$ cat src/rtl/note_seq_pkg.sv
// Shared types, constants and period-ROM builder for the note sequencer.
package note_seq_pkg;

    typedef enum logic [2:0] {
        IDLE,
        LOAD,
        LOOKUP,
        PLAY,
        GAP
    } state_t;

    typedef struct packed {
        logic        rest;
        logic [6:0]  note;
        logic [11:0] dur_ms;
    } event_t;

    localparam int EVENT_W    = $bits(event_t);
    localparam int NOTE_COUNT = 128;
    localparam int GAP_MS     = 10;

    // Equal temperament around A4 = 440 Hz (note 69), rounded to nearest cycle.
    function automatic logic [31:0] note_period(input int clk_hz, input int n);
        real freq;
        freq = 440.0 * (2.0 ** ((real'(n) - 69.0) / 12.0));
        return 32'($rtoi(real'(clk_hz) / freq + 0.5));
    endfunction

endpackage

$ cat src/rtl/note_fifo.sv
// Synchronous event FIFO with occupancy count and a registered ready flag.
module note_fifo #(
    parameter int DEPTH = 8,
    parameter int WIDTH = 20
) (
    input  logic                     clk,
    input  logic                     reset,
    input  logic                     push,
    input  logic                     pop,
    input  logic [WIDTH-1:0]         wdata,
    output logic [WIDTH-1:0]         rdata,
    output logic                     full,
    output logic                     empty,
    output logic                     ready,
    output logic [$clog2(DEPTH):0]   count
);

    localparam int AW = $clog2(DEPTH);
    localparam int CW = AW + 1;

    logic [WIDTH-1:0] mem [DEPTH];
    logic [AW-1:0]    wr_ptr;
    logic [AW-1:0]    rd_ptr;
    logic [CW-1:0]    count_n;
    logic             do_push;
    logic             do_pop;

    assign full    = (count == CW'(DEPTH));
    assign empty   = (count == '0);
    assign do_push = push && !full;
    assign do_pop  = pop && !empty;
    assign rdata   = mem[rd_ptr];

    always_comb begin
        count_n = count;
        if (do_push && !do_pop) begin
            count_n = count + CW'(1);
        end else if (!do_push && do_pop) begin
            count_n = count - CW'(1);
        end
    end

    always_ff @(posedge clk) begin
        if (do_push) begin
            mem[wr_ptr] <= wdata;
        end
    end

    // ready is a register so a same-cycle pop never raises it combinationally
    always_ff @(posedge clk or posedge reset) begin
        if (reset) begin
            wr_ptr <= '0;
            rd_ptr <= '0;
            count  <= '0;
            ready  <= 1'b0;
        end else begin
            if (do_push) begin
                wr_ptr <= wr_ptr + AW'(1);
            end
            if (do_pop) begin
                rd_ptr <= rd_ptr + AW'(1);
            end
            count <= count_n;
            ready <= (count_n != CW'(DEPTH));
        end
    end

endmodule

$ cat src/rtl/note_sequencer.sv
// Plays queued note events as tone periods for a PWM stage.
// Define NOTE_SEQ_GAP_EN to insert 10 ms of silence after each played event.
module note_sequencer
    import note_seq_pkg::*;
#(
    parameter int CLK_HZ     = 100_000_000,
    parameter int FIFO_DEPTH = 8
) (
    input  logic                          clk,
    input  logic                          reset,
    input  logic                          ev_valid,
    output logic                          ev_ready,
    input  logic [6:0]                    ev_note,
    input  logic                          ev_rest,
    input  logic [11:0]                   ev_dur_ms,
    input  logic                          run,
    output logic [31:0]                   clks_per_period,
    output logic                          new_period,
    output logic                          note_done,
    output logic                          busy,
    output logic [$clog2(FIFO_DEPTH):0]   fifo_count
);

    localparam int PRESCALE = CLK_HZ / 1000;
    localparam int PW = (PRESCALE > 1) ? $clog2(PRESCALE) : 1;
    localparam logic [PW-1:0] PRE_MAX = PW'(PRESCALE - 1);

    state_t      state;
    state_t      state_n;
    event_t      in_ev;
    event_t      head;
    event_t      cur;
    logic        push;
    logic        pop;
    logic        fifo_full;
    logic        fifo_empty;
    logic [PW-1:0] pre;
    logic [11:0] ms;
    logic [11:0] limit;
    logic        tick;
    logic        expire;
    logic        timer_clr;
    logic        strobe;
    logic        strobe_tone;
    logic [31:0] rom [NOTE_COUNT];

    for (genvar i = 0; i < NOTE_COUNT; i++) begin : g_rom
        localparam logic [31:0] P = note_period(CLK_HZ, i);
        assign rom[i] = P;
    end

    assign in_ev = {ev_rest, ev_note, ev_dur_ms};
    assign push  = ev_valid && ev_ready && !fifo_full;
    assign busy  = (state != IDLE);

    note_fifo #(
        .DEPTH (FIFO_DEPTH),
        .WIDTH (EVENT_W)
    ) u_fifo (
        .clk   (clk),
        .reset (reset),
        .push  (push),
        .pop   (pop),
        .wdata (in_ev),
        .rdata (head),
        .full  (fifo_full),
        .empty (fifo_empty),
        .ready (ev_ready),
        .count (fifo_count)
    );

    assign limit  = (state == GAP) ? 12'(GAP_MS - 1) : cur.dur_ms - 12'd1;
    assign tick   = (pre == PRE_MAX);
    assign expire = tick && (ms == limit);

    always_comb begin
        state_n     = state;
        pop         = 1'b0;
        note_done   = 1'b0;
        timer_clr   = 1'b0;
        strobe      = 1'b0;
        strobe_tone = 1'b0;
        unique case (state)
            IDLE: begin
                if (run && !fifo_empty) begin
                    state_n = LOAD;
                end
            end
            LOAD: begin
                pop     = 1'b1;
                state_n = LOOKUP;
            end
            LOOKUP: begin
                if (cur.dur_ms == 12'd0) begin
                    note_done = 1'b1;
                    state_n   = (run && !fifo_empty) ? LOAD : IDLE;
                end else begin
                    strobe      = 1'b1;
                    strobe_tone = !cur.rest;
                    timer_clr   = 1'b1;
                    state_n     = PLAY;
                end
            end
            PLAY: begin
                if (!run) begin
                    state_n = IDLE;
                    strobe  = 1'b1;
                end else if (expire) begin
                    note_done = 1'b1;
`ifdef NOTE_SEQ_GAP_EN
                    state_n   = GAP;
                    strobe    = 1'b1;
                    timer_clr = 1'b1;
`else
                    if (!fifo_empty) begin
                        state_n = LOAD;
                    end else begin
                        state_n = IDLE;
                        strobe  = 1'b1;
                    end
`endif
                end
            end
            GAP: begin
`ifdef NOTE_SEQ_GAP_EN
                if (!run) begin
                    state_n = IDLE;
                    strobe  = 1'b1;
                end else if (expire) begin
                    if (!fifo_empty) begin
                        state_n = LOAD;
                    end else begin
                        state_n = IDLE;
                        strobe  = 1'b1;
                    end
                end
`else
                state_n = IDLE;
`endif
            end
            default: state_n = IDLE;
        endcase
    end

    always_ff @(posedge clk or posedge reset) begin
        if (reset) begin
            state <= IDLE;
        end else begin
            state <= state_n;
        end
    end

    always_ff @(posedge clk or posedge reset) begin
        if (reset) begin
            cur <= '0;
        end else if (pop) begin
            cur <= head;
        end
    end

    // 1 ms prescaler feeding a millisecond counter; cleared on PLAY/GAP entry
    always_ff @(posedge clk or posedge reset) begin
        if (reset) begin
            pre <= '0;
            ms  <= '0;
        end else if (timer_clr) begin
            pre <= '0;
            ms  <= '0;
        end else if (state == PLAY || state == GAP) begin
            if (tick) begin
                pre <= '0;
                ms  <= ms + 12'd1;
            end else begin
                pre <= pre + PW'(1);
            end
        end
    end

    always_ff @(posedge clk or posedge reset) begin
        if (reset) begin
            clks_per_period <= '0;
            new_period      <= 1'b0;
        end else begin
            new_period <= strobe;
            if (strobe) begin
                clks_per_period <= strobe_tone ? rom[cur.note] : 32'd0;
            end
        end
    end

endmodule

$ cat config.mk
export PLATFORM = sky130hd
export DESIGN_NAME = note_sequencer
export DESIGN_NICKNAME = d
export VERILOG_FILES = /design/src/rtl/note_seq_pkg.sv /design/src/rtl/note_fifo.sv /design/src/rtl/note_sequencer.sv
export SDC_FILE = /design/constraint.sdc
export NUM_CORES = 1
export LEC_CHECK = 0
export ABC_AREA = 0
export BUFFER_PORTS_ARGS = -buffer_cell sky130_fd_sc_hd__buf_2
export CAP_MARGIN = 20
export CELL_PAD_IN_SITES_DETAIL_PLACEMENT = 0
export CELL_PAD_IN_SITES_GLOBAL_PLACEMENT = 1
export CORE_AREA = 2 2 176 178
export CTS_BUF_LIST = sky130_fd_sc_hd__clkbuf_8
export DETAILED_ROUTE_END_ITERATION = 7
export DIE_AREA = 0 0 178 180
export PLACE_DENSITY_LB_ADDON = 0.1
export SKIP_CTS_REPAIR_TIMING = 1
export SYNTH_ARGS = -nofsm -noshare
export SYNTH_HDL_FRONTEND = slang
export SYNTH_HIERARCHICAL = 1
export SYNTH_SLANG_ARGS = --single-unit
export TNS_END_PERCENT = 20
$ cat constraint.sdc
create_clock -name clk -period 6.86 [get_ports clk]
set_input_delay 1.372 -clock clk [delete_from_list [all_inputs] [get_ports clk]]
set_output_delay 1.372 -clock clk [all_outputs]
set_load 0.01 [all_outputs]
Word level (Yosys, flattened, before mapping)
Memory sizes are Yosys's and may differ from the RTL's. A register that Yosys moved wholly into a read port is not among the register bits. Index checks and enable logic that the tools add are counted.

Bits of input ports: 24. Memory bits (read-only): 4096. Output and inout bits: 40. Bits in registers: 76. Memories kept: 2. Bits in writable memories: 160.

Order comparisons: 1. Muxes and demuxes: 34. Equality and inequality tests: 10. Reduce and logical (&&, ||, !) cells: 22. Bitwise operators: 1. $add $sub $neg: 7.

Memories: (name not given) (depth 128, bits a word 32, rd ports 1, clocked after memory_dff 0, wr ports 0, RTL line note_sequencer.sv:186) `clks_per_period <= strobe_tone ? rom[cur.note] : 32'd0;`; u_fifo.mem (depth 8, bits a word 20, rd ports 1, clocked after memory_dff 1, wr ports 1, RTL line note_fifo.sv:21) `logic [WIDTH-1:0] mem [DEPTH];`.

Operator list (number): two-way mux 32 bit (3); two-way mux 17 bit (3); two-way mux 12 bit (4); adder 17 x 1 -> 17 bit, second input constant (1); == test 17 bit, second input constant (1); two-way mux 1 bit (15); adder 12 x 1 -> 12 bit, second input constant (1); == test 12 bit (1); zero test 12 bit (1); case mux 3 bit (4 select lines) (1); subtractor 12 x 1 -> 12 bit, second input constant (1); two-way mux 3 bit (3); >= comparator 8 bit, second input constant (1); logical AND 1 bit (8); two-way mux 4 bit (2); inverter 7 -> 8 bit (1); adder 3 x 1 -> 3 bit, second input constant (2); == test 3 x 2 -> 1 bit, second input constant (2); zero test 1 bit (5); adder 4 x 1 -> 4 bit, second input constant (1); == test 4 bit, second input constant (1); zero test 4 bit (1); != test 4 bit, second input constant (1); case mux 1 bit (2 select lines) (2); 11 further kinds (13).

Logic depth before layout (Yosys ltp)
Gate-level depths: netlist of the first run.

Word-level depth: 9. Gate-level depth with buffers: 12.

By module
Netlist of the first run, hierarchy kept.

Modules (own cells, without submodules): note_fifo (area each 6729.0 µm², instances 1, cells an instance 313, sequential area each 5079.9 µm²); note_sequencer (area each 6598.8 µm², instances 1, cells an instance 793, sequential area each 1901.8 µm²).

Worst setup path before layout of the first run
No wires, ideal clock.

Path type: reg-to-output. Start: reg, netlist name cur[0]. End: out note_done. Buffers on the path: 0. Cell stages (with the launch flop): 10. Slack: 3.115 ns. Arrival time: 2.373 ns. Path through: dfrtp_1 inv_1 ha_1 or3b_4 or4_4 xnor2_2 o2111ai_2 nor3_1 a31oi_1 nor2_1.

Longest elaborated chain between the ends: 7.

Ends and longest elaborated chain: subtractor 12 x 1 -> 12 bit (RTL line note_sequencer.sv:72) `assign limit = (state == GAP) ? 12'(GAP_MS - 1) : cur.dur_ms - 12'd1;`; two-way mux 12 bit (RTL line note_sequencer.sv:72); == test 12 bit (RTL line note_sequencer.sv:74) `assign expire = tick && (ms == limit);`; logical AND 1 bit (RTL line note_sequencer.sv:74); two-way mux 1 bit (RTL line note_sequencer.sv:108) `end else if (expire) begin`; two-way mux 1 bit (RTL line note_sequencer.sv:105) `if (!run) begin`; case mux 1 bit (2 select lines) * (RTL line note_sequencer.sv:83) `unique case (state)`; end: declaration (RTL line note_sequencer.sv:19) `output logic note_done,`.

Every way passes the cells marked *; elsewhere a longest branch is shown, timed or not.

Final worst setup path of the first run
Start: reg, netlist name cur[0]. End: out note_done.

Longest elaborated chain between the ends: 7.

Ends and longest elaborated chain (RTL line): subtractor 12 x 1 -> 12 bit (note_sequencer.sv:72); two-way mux 12 bit (note_sequencer.sv:72); == test 12 bit (note_sequencer.sv:74); logical AND 1 bit (note_sequencer.sv:74); two-way mux 1 bit (note_sequencer.sv:108); two-way mux 1 bit (note_sequencer.sv:105); case mux 1 bit (2 select lines) * (note_sequencer.sv:83).

Marks and branches as above.

==> results of run 1 <==
==> cells in the final DEF, fill, tap and decap left out, types with 18 or more instances in the layout <==
cell / count
a21oi_1: 55
ha_1: 19
inv_1: 42
edfxtp_1: 160
buf_4: 21
nand2_1: 64
buf_2: 55
nand3_1: 18
mux2i_1: 24
mux4_2: 53
clkbuf_8: 48
mux2_2: 40
dfrtp_1: 82
nor3_1: 24
nor2_1: 86
o211ai_1: 22
o21ai_0: 66
xnor2_1: 26
==> area by class of cell <==
cell class | instances | share of cell area
clock inverter | 30 | 0.01113
sequential | 247 | 0.4747
timing repair buffer | 78 | 0.03230
tap | 396 | 0.03366
inverter | 33 | 0.008500
clock buffer | 48 | 0.04488
multi-input combinational | 740 | 0.3948
==> flip-flops by register name (all words and copies together), names as in the netlist <==
signal / flops
ms: 12
u_fifo/mem: 160
cur: 20
u_fifo/ready: 1
pre: 17
u_fifo/count: 4
new_period: 1
clks_per_period: 24
state: 2
u_fifo/wr_ptr: 3
u_fifo/rd_ptr: 3
==> worst max-delay path, cell delays in order (launching register included) <==
cell	delay, ns
dfrtp_1	0.43
inv_1	0.10
ha_1	0.21
or3b_4	0.42
or4_4	0.50
xnor2_2	0.15
o2111ai_2	0.18
nor3_1	0.32
a31oi_1	0.13
nor2_1	0.16
buf_2	0.16
==> through the flow <==
stage / hold WS (ns) / util / setup slack (ns)
final: 0.4818 / 0.4876 / 2.188
after CTS: 0.4900 / 0.4862 / 2.168
after global placement: 0.4656 / 0.4589 / 2.836
after floorplan: 0.4547 / - / 3.115
after detailed placement: 0.4740 / 0.4589 / 2.789
after global routing: 0.5080 / 0.4876 / 1.985
==> cells by family (layout without fill, tap and decap cells) <==
family / Yosys count / in the layout / synth area share
AOI/OAI and AO/OA: 265 / 265 / 0.1352
muxes: 118 / 118 / 0.1434
buffers and inverters: 126 / 189 / 0.04487
and+or+nand+nor: 286 / 286 / 0.1051
DFF: 247 / 247 / 0.5238
other: 1 / 8 / 0.0002814
adders and majority gates: 19 / 19 / 0.01784
xor gates and xnor gates: 44 / 44 / 0.02948
==> final timing paths <==
check / slack, ns / to / depth (start not counted) / from
max: 2.19 / note_done / 10 / cur[0]$_DFFE_PP0P_
min: 0.48 / clks_per_period[16]$_DFFE_PP0P_ / 1 / clks_per_period[16]$_DFFE_PP0P_
min reg2reg: 0.48 / clks_per_period[16]$_DFFE_PP0P_ / 1 / clks_per_period[16]$_DFFE_PP0P_
min in group asynchronous: 0.83 / u_fifo/count[2]$_DFF_PP0_ / 2 / reset
max in group asynchronous: 5.40 / clks_per_period[23]$_DFFE_PP0P_ / 4 / reset
max reg2reg: 3.00 / clks_per_period[13]$_DFFE_PP0P_ / 9 / cur[12]$_DFFE_PP0P_
==> power by group <==
group	switching [mW]	total, mW	internal [mW]
Clock	0.612	1.30	0.683
Combinational	2.08	3.60	1.53
Sequential	0.301	2.20	1.90
Total	2.99	7.10	4.11
==> per-layer routing <==
layer	global-route usage	part of all wire
met4	0.06689	0.027
met1	0.2921	0.45
met3	0.04251	0.055
met5	0	0.00027
met2	0.3278	0.46
==> impl_metrics.toml, run 1 <==
[floorplanning]
core_mm2 = 0.03019
die_x_um = 178
initial_core_util = 0.4415
floorplan.rows = 64
die_area_mm2 = 0.03204
die_h_um = 180
ioPinCount = 64

[yosys]
yosys_most_used_dff = "edfxtp_1"
ys_seq_area_frac = 0.5238
synth_top_area_cell = "edfxtp_1"
synth_cell_types = 79
avgSynthCellArea_um2 = 12.05
ys_ff_latch = 247
synth.area.top_cells = "edfxtp_1, dfrtp_1, mux4_2, mux2_2, nor2_1"
ys_top_cells_by_count = "edfxtp_1, nor2_1, dfrtp_1"
synth_area_mm2 = 0.01333
ys_warn_count = 6
async_flop_share = 0.3522
synthCells = 1106
yosysMostFrequentCell = "edfxtp_1"
yosysTopAreaCellShare = 0.3605
synth_edf_count = 160

[routing]
routed_wl_um = 32920
drtIter0Drc = 531
wl_per_cell_um = 20.94
routed_via_density = 5.739
drc = 0
routed-via-count = 9022
dr.pass1.iters = 5
antenna_left = 0

[sta]
tns_ns = 0
report.final.slew_viol_count = 0
layout_min_cycle_time_ns = 4.672
finalCritPeriodShare = 0.6811
slew_headroom = 0.3076
rsz0062_at_grt = "no"
hold_viol_final = 0
fmax_mhz = 214.0
worstMarginPinSlew_ns = 1.033
fin_skew_ns = 0.03714
setup_viol = 0

[global_routing]
first_global_vias = 9088
grt_max_degree = 80
gr-total-overflow = 0
grtUsageTotal = 0.2092
grt_pass1_wl_um = 52340
antenna_found_initial = 1

[finish]
fillers = 2746
final_cell_count_no_fill = 1572
final_cell_area_mm2 = 0.01472
final_nets = 1186
seq_area_mm2 = 0.006988
syn_to_final_growth_pct = 10.45
n_antenna_cell = 0
drive_gt1_frac = 0.2381
multi_input_area_mm2 = 0.005812

[worst_setup_path]
endpoint_kind = "output pin"
startpoint_type = "flip-flop"
required_ns = 5.49
arrival_ns = 3.30
critical_path_class = "flip-flop to output pin"
cp_max_fo = 5

[placement]
gp_congestion = 0.8172
post_dp_cell_area_mm2 = 0.01385
dp.cells = 1492
io_buffers = 55
hpwl_um = 21070

[clock_network]
cts_root_buffer = "clkbuf_8"
clkTransAtPathRegs_ns = 0.05
numClockSinks = 247
cts_buffers = 43
clk_latency_ns = 0.57
cts_buffer_depth = 3
cts_max_level = 2
cts_tree = "yes"

[power_and_ir_drop]
power_density_mw_per_mm2 = 482.1
power_mw = 7.097
peakVddDrop_uv = 177.5
power_leakage_nw = 5.464

[status]
outcome = "complete, no violations"

[flow_run]
cap_violations = 0

[worst_hold_path]
hold_class = "flip-flop to flip-flop"
No activity file was read; power rests on OpenSTA's default activity.
==> run 2: changes to the inputs <==
clock period = 4.1 ns   (was 6.86 ns; I/O delays follow)
==> impl_metrics.toml, run 2 (synthesis gave the netlist of run 1 again) <==
[status]
outcome = "complete, no violations"

[finish]
layout_commonest_cell = "edfxtp_1"
multi_input_area_mm2 = 0.005829
largest_register_ffs = 160
final_cell_area_mm2 = 0.01487
mostFrequentLayoutCells = "edfxtp_1, nor2_1, dfrtp_1"
drive_gt1_frac = 0.2531
syn_to_final_growth_pct = 11.57
regMostFlops = "u_fifo/mem"
fillers = 2729
seq_area_mm2 = 0.006989
final_nets = 1205
fin_util = 0.4925
n_antenna_cell = 0
reg_top3 = "u_fifo/mem x160, clks_per_period x24, cur x20"

[clock_network]
clkTransAtPathRegs_ns = 0.05
cts_buffer_depth = 3
numClockSinks = 247
clk_latency_ns = 0.55
cts_buffers = 44
cts_root_buffer = "clkbuf_8"
cts_max_level = 2
cts_tree = "yes"

[sta]
fin_skew_ns = 0.02548
layout_min_cycle_time_ns = 3.904
worstMarginPinSlew_ns = 1.075
finalCritPeriodShare = 0.9521
hold_viol_final = 0
slew_headroom = 0.2823
tns_ns = 0
rsz0062_at_grt = "no"
setup_viol = 0
hold_slack_ns = 0.2698
report.final.slew_viol_count = 0
fmax_mhz = 256.2

[worst_hold_path]
hold_class = "input pin to asynchronous set/reset pin"

[placement]
io_buffers = 55
gp_congestion = 0.8275
post_dp_cell_area_mm2 = 0.01396
hpwl_um = 21590

[worst_setup_path]
arrival_ns = 3.08
required_ns = 3.28
crit_start = "cur[1]$_DFFE_PP0P_"
critical_path_class = "flip-flop to output pin"
r2r_start = "cur[1]$_DFFE_PP0P_"
startpoint_type = "flip-flop"
endpoint_kind = "output pin"
cp_max_fo = 4

[global_routing]
grtUsageTotal = 0.2066
top_usage_layer = "met2"
first_global_vias = 9002
use_met2 = 0.3247
met1_usage = 0.2983
grt_max_degree = 68
grt_pass1_wl_um = 51880
gr-total-overflow = 0
grt_use_met3 = 0.03426
antenna_found_initial = 0

[flow_run]
cap_violations = 0

[power_and_ir_drop]
power_leakage_nw = 5.569
power_density_mw_per_mm2 = 806.2
peakVddDrop_uv = 362.0

[floorplanning]
core_mm2 = 0.03019
ioPinCount = 64
initial_core_util = 0.4415
floorplan.rows = 64
die_h_um = 180
die_x_um = 178
die_area_mm2 = 0.03204

[routing]
dr.pass1.iters = 5
routed-via-count = 9064
wl_per_cell_um = 20.68
drtIter0Drc = 675
antenna_left = 0
routed_via_density = 5.704
drc = 0
routed_wl_um = 32870
[run 2: area by class of cell]
type | instances | share of cell area
inverters | 33 | 0.008415
multi-input cells | 740 | 0.3920
clock buffers | 50 | 0.04628
clock inverters | 27 | 0.008499
flip-flops and latches | 247 | 0.4700
well taps | 396 | 0.03332
repair buffers | 96 | 0.04140
[run 2: routing by layer]
layer / routed length [µm] / vias to the layer above
met5: 0 / -
met4: 624 / 0
met3: 1505 / 42
met2: 15470 / 209
met1: 15270 / 4515
li1: - / 4298
[run 2: power by group]
part           leakage (nW)  switching, mW  internal, mW  total, mW
Clock                 0.484          0.992          1.12       2.11
Sequential             2.57          0.568          3.17       3.74
Combinational          2.52           3.46          2.68       6.14
[run 2: final timing paths]
kind                            slack (ns)  cells past startpoint                         endpoint
min in group clk                      0.48                      1   clks_per_period[9]$_DFFE_PP0P_
worst min-delay path                  0.27                      2        u_fifo/count[2]$_DFF_PP0_
worst min register to register        0.48                      1   clks_per_period[9]$_DFFE_PP0P_
worst max-delay path                  0.20                     10                        note_done
max in group asynchronous             3.03                      3   clks_per_period[4]$_DFFE_PP0P_
worst max register to register        0.74                      9  clks_per_period[17]$_DFFE_PP0P_
[run 2: per-stage QoR]
step | power (mW) | setup WS (ns) | instances
after global routing | 12.86 | 0.01861 | 1589
after CTS | 11.97 | -0.07352 | 1581
after detailed placement | 9.788 | 0.5352 | 1504
after floorplan | 8.147 | 0.7506 | 1113
after global placement | 9.806 | 0.6115 | 1504
final | 11.99 | 0.1964 | 1589
[run 2: worst max-delay path, stage by stage (launching register included)]
cell and delay, ns:
dfrtp_1 0.40, inv_2 0.09, ha_4 0.14, or3b_4 0.39
or4_4 0.44, xnor2_2 0.18, o2111ai_2 0.18, nor3_2 0.30
a31oi_1 0.12, nor2_1 0.15, buf_2 0.15
==> run 3: changes to the inputs <==
BUFFER_PORTS_ARGS = default   (was -buffer_cell sky130_fd_sc_hd__buf_2)
DONT_BUFFER_PORTS = 1   (was default)
SKIP_LAST_GASP = 1   (was default)
==> impl_metrics.toml, run 3 (synthesis gave the netlist of run 1 again) <==
[status]
outcome = "complete, no violations"

[sta]
hold_slack_ns = 0.1475
finalCritPeriodShare = 0.9496
tns_ns = 0
rsz0062_at_grt = "no"
fmax_mhz = 256.8
setup_viol = 0
hold_viol_final = 0
layout_min_cycle_time_ns = 3.893
report.final.slew_viol_count = 0
worstMarginPinSlew_ns = 1.095
fin_skew_ns = 0.02092
slew_headroom = 0.2700

[finish]
mostFrequentLayoutCells = "edfxtp_1, nor2_1, dfrtp_1"
n_antenna_cell = 0
seq_area_mm2 = 0.006989
drive_gt1_frac = 0.2117
reg_top3 = "u_fifo/mem x160, clks_per_period x24, cur x20"
regMostFlops = "u_fifo/mem"
fin_util = 0.4801
multi_input_area_mm2 = 0.005832
fillers = 2744
layout_commonest_cell = "edfxtp_1"
final_cell_count_no_fill = 1525
final_nets = 1138
syn_to_final_growth_pct = 8.759
largest_register_ffs = 160

[power_and_ir_drop]
power_mw = 11.75
peakVddDrop_uv = 343.5
power_density_mw_per_mm2 = 810.7
power_leakage_nw = 5.244

[worst_hold_path]
hold_class = "input pin to asynchronous set/reset pin"

[global_routing]
grt_max_degree = 92
grtUsageTotal = 0.2052
first_global_vias = 8857
grt_pass1_wl_um = 51450
antenna_found_initial = 0
gr-total-overflow = 0

[placement]
gp_congestion = 0.7903
io_buffers = 0
dp.cells = 1443
hpwl_um = 20910

[clock_network]
cts_root_buffer = "clkbuf_8"
cts_tree = "yes"
clk_latency_ns = 0.56
cts_max_level = 2
numClockSinks = 247
cts_buffer_depth = 3
cts_buffers = 43
clkTransAtPathRegs_ns = 0.06

[routing]
antenna_left = 0
routed-via-count = 8737
wl_per_cell_um = 21.12
routed_via_density = 5.729
drtIter0Drc = 648
drc = 0
dr.pass1.iters = 6
routed_wl_um = 32200

[floorplanning]
initial_core_util = 0.4415
core_mm2 = 0.03019
die_h_um = 180
die_x_um = 178
die_area_mm2 = 0.03204
floorplan.rows = 64
ioPinCount = 64

[worst_setup_path]
r2r_start = "cur[0]$_DFFE_PP0P_"
arrival_ns = 3.07
critical_path_class = "flip-flop to output pin"
startpoint_type = "flip-flop"
required_ns = 3.28
endpoint_kind = "output pin"
cp_max_fo = 4
crit_start = "cur[0]$_DFFE_PP0P_"

[flow_run]
cap_violations = 0
[run 3: cell types whose count changed in the layout (fill, tap and decap cells not counted), moves of 2 or more]
| cell | delta |
|---|---|
| buf_2 | -55 |
| inv_2 | -2 |
| inv_1 | -4 |
| clkinv_1 | +4 |
| buf_4 | -11 |
| clkinv_2 | +6 |
| clkbuf_8 | -2 |
[run 3: routing by layer]
metal	global-route usage	routed length, µm
met2	0.3223	15060
met1	0.2893	14890
met3	0.04590	1737
met4	0.05082	521
met5	0	0
[run 3: report_power, final]
part           leakage [nW]  switching [mW]  total (mW)  internal (mW)
combinational          2.22            3.36        5.90           2.54
clock                 0.462            1.01        2.09           1.08
sequential             2.57           0.580        3.76           3.17
total                  5.24            4.95        11.8           6.80
[run 3: stage by stage]
step           instance area (µm²)  setup WS, ns
2_1_floorplan                13350        0.7506
3_3_place_gp                 13650        0.6762
3_5_place_dp                 13650        0.6165
4_1_cts                      14450     -0.002470
5_1_grt                      14500      0.009307
6_report                     14500        0.2066
[run 3: worst max-delay path, cell delays in order (launching register included)]
cell       delay, ns
dfrtp_2         0.41
inv_1           0.11
ha_4            0.16
or3b_4          0.40
or4_4           0.50
xnor2_2         0.15
o2111ai_2       0.17
nor3_2          0.25
a31oi_1         0.13
nor2_2          0.24
[run 3: final timing paths]
| check | endpoint | slack (ns) | cells after the start |
|---|---|---|---|
| max | note_done | 0.21 | 9 |
| min in group clk | u_fifo/mem[7][11]$_DFFE_PP_ | 0.36 | 0 |
| min reg2reg | pre[16]$_DFFE_PP0P_ | 0.52 | 1 |
| max reg2reg | clks_per_period[17]$_DFFE_PP0P_ | 0.74 | 9 |
| max in group asynchronous | clks_per_period[11]$_DFFE_PP0P_ | 2.91 | 2 |
| min | u_fifo/count[1]$_DFF_PP0_ | 0.15 | 1 |
[run 3: cell type report]
class / count / share of cell area
clock inverters: 31 / 0.009840
well taps: 396 / 0.03418
repair buffers: 30 / 0.01726
flip-flops and latches: 247 / 0.4822
inverters: 33 / 0.008632
multi-input cells: 740 / 0.4023
clock buffers: 48 / 0.04558
